<file path="src/rtl/ex_operand_stage.sv">
// ex_operand_stage: ID/EX register with load-use stall and EX/MEM, MEM/WB operand forwarding
module ex_operand_stage (
  input  logic        clk_i,
  input  logic        rst_i,
  input  logic        id_valid_i,
  input  logic [31:0] id_pc_i,
  input  logic [31:0] id_rs1_data_i,
  input  logic [31:0] id_rs2_data_i,
  input  logic [31:0] id_imm_i,
  input  logic [4:0]  id_rs1_addr_i,
  input  logic [4:0]  id_rs2_addr_i,
  input  logic [4:0]  id_rd_addr_i,
  input  logic        id_src_a_sel_i,
  input  logic        id_src_b_sel_i,
  input  logic [2:0]  id_alu_control_i,
  input  logic        id_reg_write_i,
  input  logic        id_mem_read_i,
  input  logic        id_mem_write_i,
  input  logic        flush_i,
  input  logic        mem_reg_write_i,
  input  logic [4:0]  mem_rd_addr_i,
  input  logic [31:0] mem_result_i,
  input  logic        wb_reg_write_i,
  input  logic [4:0]  wb_rd_addr_i,
  input  logic [31:0] wb_result_i,
  output logic [31:0] src_a_o,
  output logic [31:0] src_b_o,
  output logic [2:0]  alu_control_o,
  output logic [31:0] store_data_o,
  output logic [4:0]  ex_rd_addr_o,
  output logic        ex_reg_write_o,
  output logic        ex_mem_read_o,
  output logic        ex_mem_write_o,
  output logic        ex_valid_o,
  output logic        stall_o,
  output logic [31:0] stall_count_o
);
  logic [31:0] pc_q, rs1_data_q, rs2_data_q, imm_q, stall_count_q, stall_count_d;
  logic [4:0]  rs1_addr_q, rs2_addr_q, rd_addr_q;
  logic [2:0]  alu_control_q;
  logic        src_a_sel_q, src_b_sel_q, reg_write_q, mem_read_q, mem_write_q, valid_q;
  logic        reg_write_d, mem_read_d, mem_write_d, valid_d, bubble;
  logic [31:0] fwd_rs1, fwd_rs2;
  always_comb begin
    stall_o = ~flush_i & id_valid_i & valid_q & mem_read_q & (rd_addr_q != 5'd0) &
              ((rd_addr_q == id_rs1_addr_i) | (rd_addr_q == id_rs2_addr_i));
    bubble = flush_i | stall_o;
    valid_d = ~bubble & id_valid_i;
    reg_write_d = ~bubble & id_reg_write_i;
    mem_read_d = ~bubble & id_mem_read_i;
    mem_write_d = ~bubble & id_mem_write_i;
    stall_count_d = (stall_o && stall_count_q != 32'hFFFF_FFFF) ? stall_count_q + 32'd1 : stall_count_q;
    fwd_rs1 = (mem_reg_write_i && mem_rd_addr_i != 5'd0 && mem_rd_addr_i == rs1_addr_q) ? mem_result_i :
              (wb_reg_write_i && wb_rd_addr_i != 5'd0 && wb_rd_addr_i == rs1_addr_q) ? wb_result_i : rs1_data_q;
    fwd_rs2 = (mem_reg_write_i && mem_rd_addr_i != 5'd0 && mem_rd_addr_i == rs2_addr_q) ? mem_result_i :
              (wb_reg_write_i && wb_rd_addr_i != 5'd0 && wb_rd_addr_i == rs2_addr_q) ? wb_result_i : rs2_data_q;
    src_a_o = src_a_sel_q ? pc_q : fwd_rs1;
    src_b_o = src_b_sel_q ? imm_q : fwd_rs2;
    store_data_o = fwd_rs2;
    alu_control_o = alu_control_q;
    ex_rd_addr_o = rd_addr_q;
    ex_valid_o = valid_q;
    ex_reg_write_o = reg_write_q & valid_q;
    ex_mem_read_o = mem_read_q & valid_q;
    ex_mem_write_o = mem_write_q & valid_q;
    stall_count_o = stall_count_q;
  end
  always_ff @(posedge clk_i or posedge rst_i) begin
    if (rst_i) begin
      pc_q <= '0;
      rs1_data_q <= '0;
      rs2_data_q <= '0;
      imm_q <= '0;
      rs1_addr_q <= '0;
      rs2_addr_q <= '0;
      rd_addr_q <= '0;
      src_a_sel_q <= 1'b0;
      src_b_sel_q <= 1'b0;
      alu_control_q <= '0;
      reg_write_q <= 1'b0;
      mem_read_q <= 1'b0;
      mem_write_q <= 1'b0;
      valid_q <= 1'b0;
      stall_count_q <= '0;
    end else begin
      pc_q <= id_pc_i;
      rs1_data_q <= id_rs1_data_i;
      rs2_data_q <= id_rs2_data_i;
      imm_q <= id_imm_i;
      rs1_addr_q <= id_rs1_addr_i;
      rs2_addr_q <= id_rs2_addr_i;
      rd_addr_q <= id_rd_addr_i;
      src_a_sel_q <= id_src_a_sel_i;
      src_b_sel_q <= id_src_b_sel_i;
      alu_control_q <= id_alu_control_i;
      reg_write_q <= reg_write_d;
      mem_read_q <= mem_read_d;
      mem_write_q <= mem_write_d;
      valid_q <= valid_d;
      stall_count_q <= stall_count_d;
    end
  end
endmodule

</file>
<file path="config.mk">
export PLATFORM = sky130hd
export DESIGN_NAME = ex_operand_stage
export DESIGN_NICKNAME = d
export VERILOG_FILES = /design/src/rtl/ex_operand_stage.sv
export SDC_FILE = /design/constraint.sdc
export NUM_CORES = 1
export LEC_CHECK = 0
export BUFFER_PORTS_ARGS = -buffer_cell sky130_fd_sc_hd__buf_4
export CAP_MARGIN = 20
export CORE_MARGIN = 10
export CORE_UTILIZATION = 46
export DETAILED_ROUTE_END_ITERATION = 7
export PLACE_DENSITY_LB_ADDON = 0.25
export SYNTH_ARGS = -nofsm -noshare
export SYNTH_HDL_FRONTEND = slang
export SYNTH_SLANG_ARGS = --single-unit
</file>
<file path="constraint.sdc">
create_clock -name clk_i -period 5.5 [get_ports clk_i]
set_input_delay 0 -clock clk_i [delete_from_list [all_inputs] [get_ports clk_i]]
set_output_delay 0 -clock clk_i [all_outputs]
set_load 0.05 [all_outputs]
</file>
==> impl_metrics.prom <==
# TYPE chip_impl_metric gauge
chip_impl_info{name="status",value="finished, final reports clean"} 1
chip_impl_metric{name="numCtsBuffers",unit=""} 17
chip_impl_metric{name="start_util",unit=""} 0.470
chip_impl_metric{name="cts.clk_slew.worst_paths",unit="ns"} 0.07
chip_impl_metric{name="slew_headroom",unit=""} 0.340
chip_impl_metric{name="final.setup_skew",unit="ns"} 0.0133
chip_impl_metric{name="synth_nets",unit=""} 923
chip_impl_metric{name="grt_pass1_vias",unit=""} 8440
chip_impl_metric{name="core_area",unit="um^2"} 16600
chip_impl_metric{name="row_count",unit=""} 47
chip_impl_metric{name="syn_area_per_cell",unit="um^2"} 11.3
chip_impl_metric{name="ant_nets",unit=""} 0
chip_impl_metric{name="clk_buf_depth",unit=""} 2
chip_impl_info{name="tritoncts",value="yes"} 1
chip_impl_metric{name="total_leakage_power",unit="nW"} 6.27
chip_impl_metric{name="groute.layer.met2.usage",unit=""} 0.493
chip_impl_metric{name="dpl.hpwl",unit="mm"} 21.9
chip_impl_info{name="worstHoldStart",value="id_rs2_data_i[19]"} 1
chip_impl_metric{name="timing.reg2reg.setup_slack",unit="ns"} 2.94
chip_impl_metric{name="max-cap-violations",unit=""} 0
chip_impl_metric{name="dieArea",unit="um^2"} 22600
chip_impl_metric{name="number_of_antenna_violations_at_the_first_check_in_global_routing",unit=""} 4
chip_impl_metric{name="grt_use_total",unit=""} 0.279
chip_impl_info{name="holdCritPathClass",value="input port to register"} 1
chip_impl_metric{name="critical_path_arrival",unit="ns"} 3.28
chip_impl_metric{name="top_area_cell_type_share_of_the_netlist_area",unit=""} 0.589
chip_impl_info{name="rsz0062_at_grt",value="false"} 1
chip_impl_info{name="timing.rr.start",value="ex_rd_addr_o[1]"} 1
chip_impl_info{name="critical_path.endpoint_type",value="output pin"} 1
chip_impl_metric{name="slew_violations",unit=""} 0
chip_impl_metric{name="drcViolationCount",unit=""} 0
chip_impl_metric{name="synthesized_area",unit="um^2"} 7820
chip_impl_metric{name="cp.required",unit="ns"} 5.50
chip_impl_metric{name="grt.met1_usage",unit=""} 0.295
chip_impl_metric{name="worst-path-max-fanout",unit=""} 64
chip_impl_metric{name="grt_max_degree",unit=""} 92
chip_impl_metric{name="setup_tns",unit="ns"} 0
chip_impl_metric{name="drtPass1Iterations",unit=""} 5
chip_impl_metric{name="ys_seq_elements",unit=""} 184
chip_impl_info{name="clockRootBuffer",value="sky130_fd_sc_hd__clkbuf_16"} 1
chip_impl_metric{name="setup_viol",unit=""} 0
chip_impl_info{name="netlist_top_cells_area",value="sky130_fd_sc_hd__dfrtp_1 59%, sky130_fd_sc_hd__mux2_2 4.9%, sky130_fd_sc_hd__nor2_1 4.2%, sky130_fd_sc_hd__mux2i_1 4.1%, sky130_fd_sc_hd__nand2_1 4.0%"} 1
chip_impl_metric{name="num-fill-cells",unit=""} 986
chip_impl_metric{name="timing.reg2reg.worst_path_depth",unit=""} 6
chip_impl_metric{name="synthToLayoutAreaGrowth",unit="%"} 65.2
chip_impl_metric{name="cts_setup_buffers",unit=""} 0
chip_impl_metric{name="number_of_stages_on_the_worst_hold_path",unit=""} 2
chip_impl_metric{name="route.detailed.vias_per_inst",unit=""} 5.33
chip_impl_metric{name="synth.lib_cells_used.distinct",unit=""} 38
chip_impl_metric{name="dp_worst_setup_slack",unit="ns"} 2.84
chip_impl_info{name="yosys_most_used_dff",value="sky130_fd_sc_hd__dfrtp_1"} 1
chip_impl_info{name="critical_path_class",value="register to output pin"} 1
chip_impl_metric{name="gr-usage-met3",unit=""} 0.0966
chip_impl_metric{name="clock-sinks",unit=""} 184
chip_impl_metric{name="final_clock_period_utilization_by_the_worst_path",unit=""} 0.596
chip_impl_metric{name="post_synthesis_async_set_or_reset_flop_share",unit=""} 1.00
chip_impl_info{name="cp-start-kind",value="register"} 1
chip_impl_info{name="synth_top_cell_by_area",value="sky130_fd_sc_hd__dfrtp_1"} 1
chip_impl_metric{name="final_global_route_overflow_total",unit=""} 0
chip_impl_metric{name="htreeDepth",unit=""} 4
chip_impl_metric{name="timing_worst_slew_pin_value",unit="ns"} 0.990
chip_impl_metric{name="final_hold_violation_count",unit=""} 0
chip_impl_metric{name="yosysSeqAreaShare",unit=""} 0.589
chip_impl_metric{name="final_layout_size_suffix_gt1_frac",unit=""} 0.373
chip_impl_metric{name="totalWireLength",unit="mm"} 32.5
chip_impl_metric{name="final_net_count",unit=""} 1438
chip_impl_metric{name="clock_insertion_delay_worst_skew",unit="ns"} 0.43
chip_impl_metric{name="top_level_ports",unit=""} 372
chip_impl_metric{name="yosysWarningCount",unit=""} 0
chip_impl_metric{name="die_w",unit="um"} 150
chip_impl_metric{name="synthCells",unit=""} 691
chip_impl_info{name="worstHoldEndpoint",value="rs2_data_q[19]"} 1
chip_impl_metric{name="die_height",unit="um"} 150
chip_impl_metric{name="drt-initial-drc-count",unit=""} 487
chip_impl_metric{name="ir_worst_vdd",unit="uV"} 233
chip_impl_info{name="crit_path_cell_trace",value="xor2_1, nor3_1, nand4_4, nor2_1, a31oi_1, mux2_2, buf_4"} 1
chip_impl_metric{name="grt_pass1_wl",unit="mm"} 48.5
chip_impl_info{name="reg2reg_to",value="ex_valid_o"} 1
chip_impl_info{name="top_usage_layer",value="met2"} 1
chip_impl_metric{name="routedWlPerCell",unit="um"} 22.6
chip_impl_metric{name="postLayoutSetupSlackWorst",unit="ns"} 2.22
chip_impl_metric{name="synth-edff-count",unit=""} 0
chip_impl_metric{name="vias",unit=""} 7687
chip_impl_metric{name="clock.fmax",unit="MHz"} 305
chip_impl_info{name="critical-path-slowest-cell",value="sky130_fd_sc_hd__nand4_4"} 1
chip_impl_metric{name="post_cts_resize_count",unit=""} 0
chip_impl_metric{name="io_buffers",unit=""} 371
chip_impl_metric{name="p_per_area",unit="nW/um^2"} 265
chip_impl_metric{name="max_stage_delay",unit="ns"} 0.80
chip_impl_metric{name="hold_fix_buffers_at_cts",unit=""} 154
chip_impl_metric{name="gp_congestion",unit=""} 0.844
chip_impl_metric{name="post-route-util",unit=""} 0.776
chip_impl_metric{name="min_period",unit="ns"} 3.28
[registers in the layout, indices dropped and copies added (netlist names), 3 cells and up]
signal	cells
alu_control_o	3
imm_q	32
rs1_data_q	32
pc_q	32
stall_count_o	32
rs2_addr_q	5
rs1_addr_q	5
ex_rd_addr_o	5
rs2_data_q	32
[critical path, delay by kind of cell (launching register included)]
| kind | cells | cell delay [ns] |
|---|---|---|
| and+or+nand+nor | 3 | 1.54 |
| DFF | 1 | 0.42 |
| muxes | 1 | 0.35 |
| buffers and inverters | 1 | 0.19 |
| xor gates and xnor gates | 1 | 0.17 |
| AOI/OAI and AO/OA | 1 | 0.14 |
[synth_stat cells, drive strengths merged, types with 3 or more instances]
library cell and number:
a31oi 32, mux2i 32, clkbuf 17, inv 4, xnor2 24, mux2 34
a21o 32, nor2 87, nor3 13, nand4 11, buf 20, a211oi 32
and3 7, or4 3, and2 9, dfrtp 184, nand3 15, nand2 84
xor2 36
[stage by stage]
step / instances / hold WS, ns / total power, W / instance area, um^2
2_1_floorplan: 691 / 0.0314 / 0.00183 / 7820
4_1_cts: 1439 / 0.197 / 0.00343 / 12900
5_1_grt: 1441 / 0.202 / 0.00354 / 12900
6_report: 1441 / 0.217 / 0.00343 / 12900
3_5_place_dp: 1253 / 0.110 / 0.00212 / 10800
3_3_place_gp: 1253 / 0.109 / 0.00211 / 10800
[cell families after synthesis]
kind of cell / after synthesis / synth area share
adder cells (fa/ha/maj): 1 / 0.00160
AO/OA/AOI/OAI: 100 / 0.0925
multiplexers: 66 / 0.0899
XOR/XNOR: 60 / 0.0672
flip-flops: 184 / 0.589
AND/OR/NAND/NOR: 239 / 0.136
buffers and inverters: 41 / 0.0245
[cells in the final DEF, fill, tap and decap left out, drive strengths merged, types with 2 or more instances in the layout]
cell	instances
mux2	34
or3	2
inv	7
o21a	2
and2	9
bufinv	2
a211oi	32
clkinvlp	3
nand3	15
and3	7
nor3	13
clkinv	6
a31oi	32
dfrtp	184
nand2	84
buf	379
nand4	11
xnor2	24
clkbuf	18
or4	3
xor2	36
dlygate4sd3	154
nor2	87
a21o	32
diode	2
mux2i	32
[cell type report]
cell class	instances	area (um^2)	area share
diodes	2	5.00	0.000387
clock buffers	18	439	0.0340
clock inverters	14	146	0.0113
inverters	4	20.0	0.00155
multi-input cells	466	3040	0.235
flip-flops and latches	184	4610	0.357
well taps	220	275	0.0213
repair buffers	533	4390	0.340
[worst max path at each step]
stage             startpoint          endpoint  slack [ns]  cells past startpoint
2_1_floorplan          rst_i  alu_control_o[0]        0.50                      1
3_3_place_gp   rs2_addr_q[3]       src_b_o[23]        2.86                      6
3_5_place_dp   rs2_addr_q[3]       src_b_o[15]        2.84                      6
4_1_cts        rs2_addr_q[3]       src_b_o[15]        2.36                      6
5_1_grt        rs2_addr_q[3]       src_b_o[23]        1.98                      6
6_report       rs2_addr_q[3]        src_b_o[5]        2.22                      7
[power by group]
group	internal, W	switching [W]
Clock	0.000684	0.000537
Sequential	0.00141	0.0000287
Combinational	0.000326	0.000441
[routing by layer]
metal,routed length (um),vias to the layer above
met2,16800,439
met1,11200,3752
met3,3300,92
li1,-,3400
met4,1230,4
met5,21,-
No activity file was read; power rests on OpenSTA's default activity.
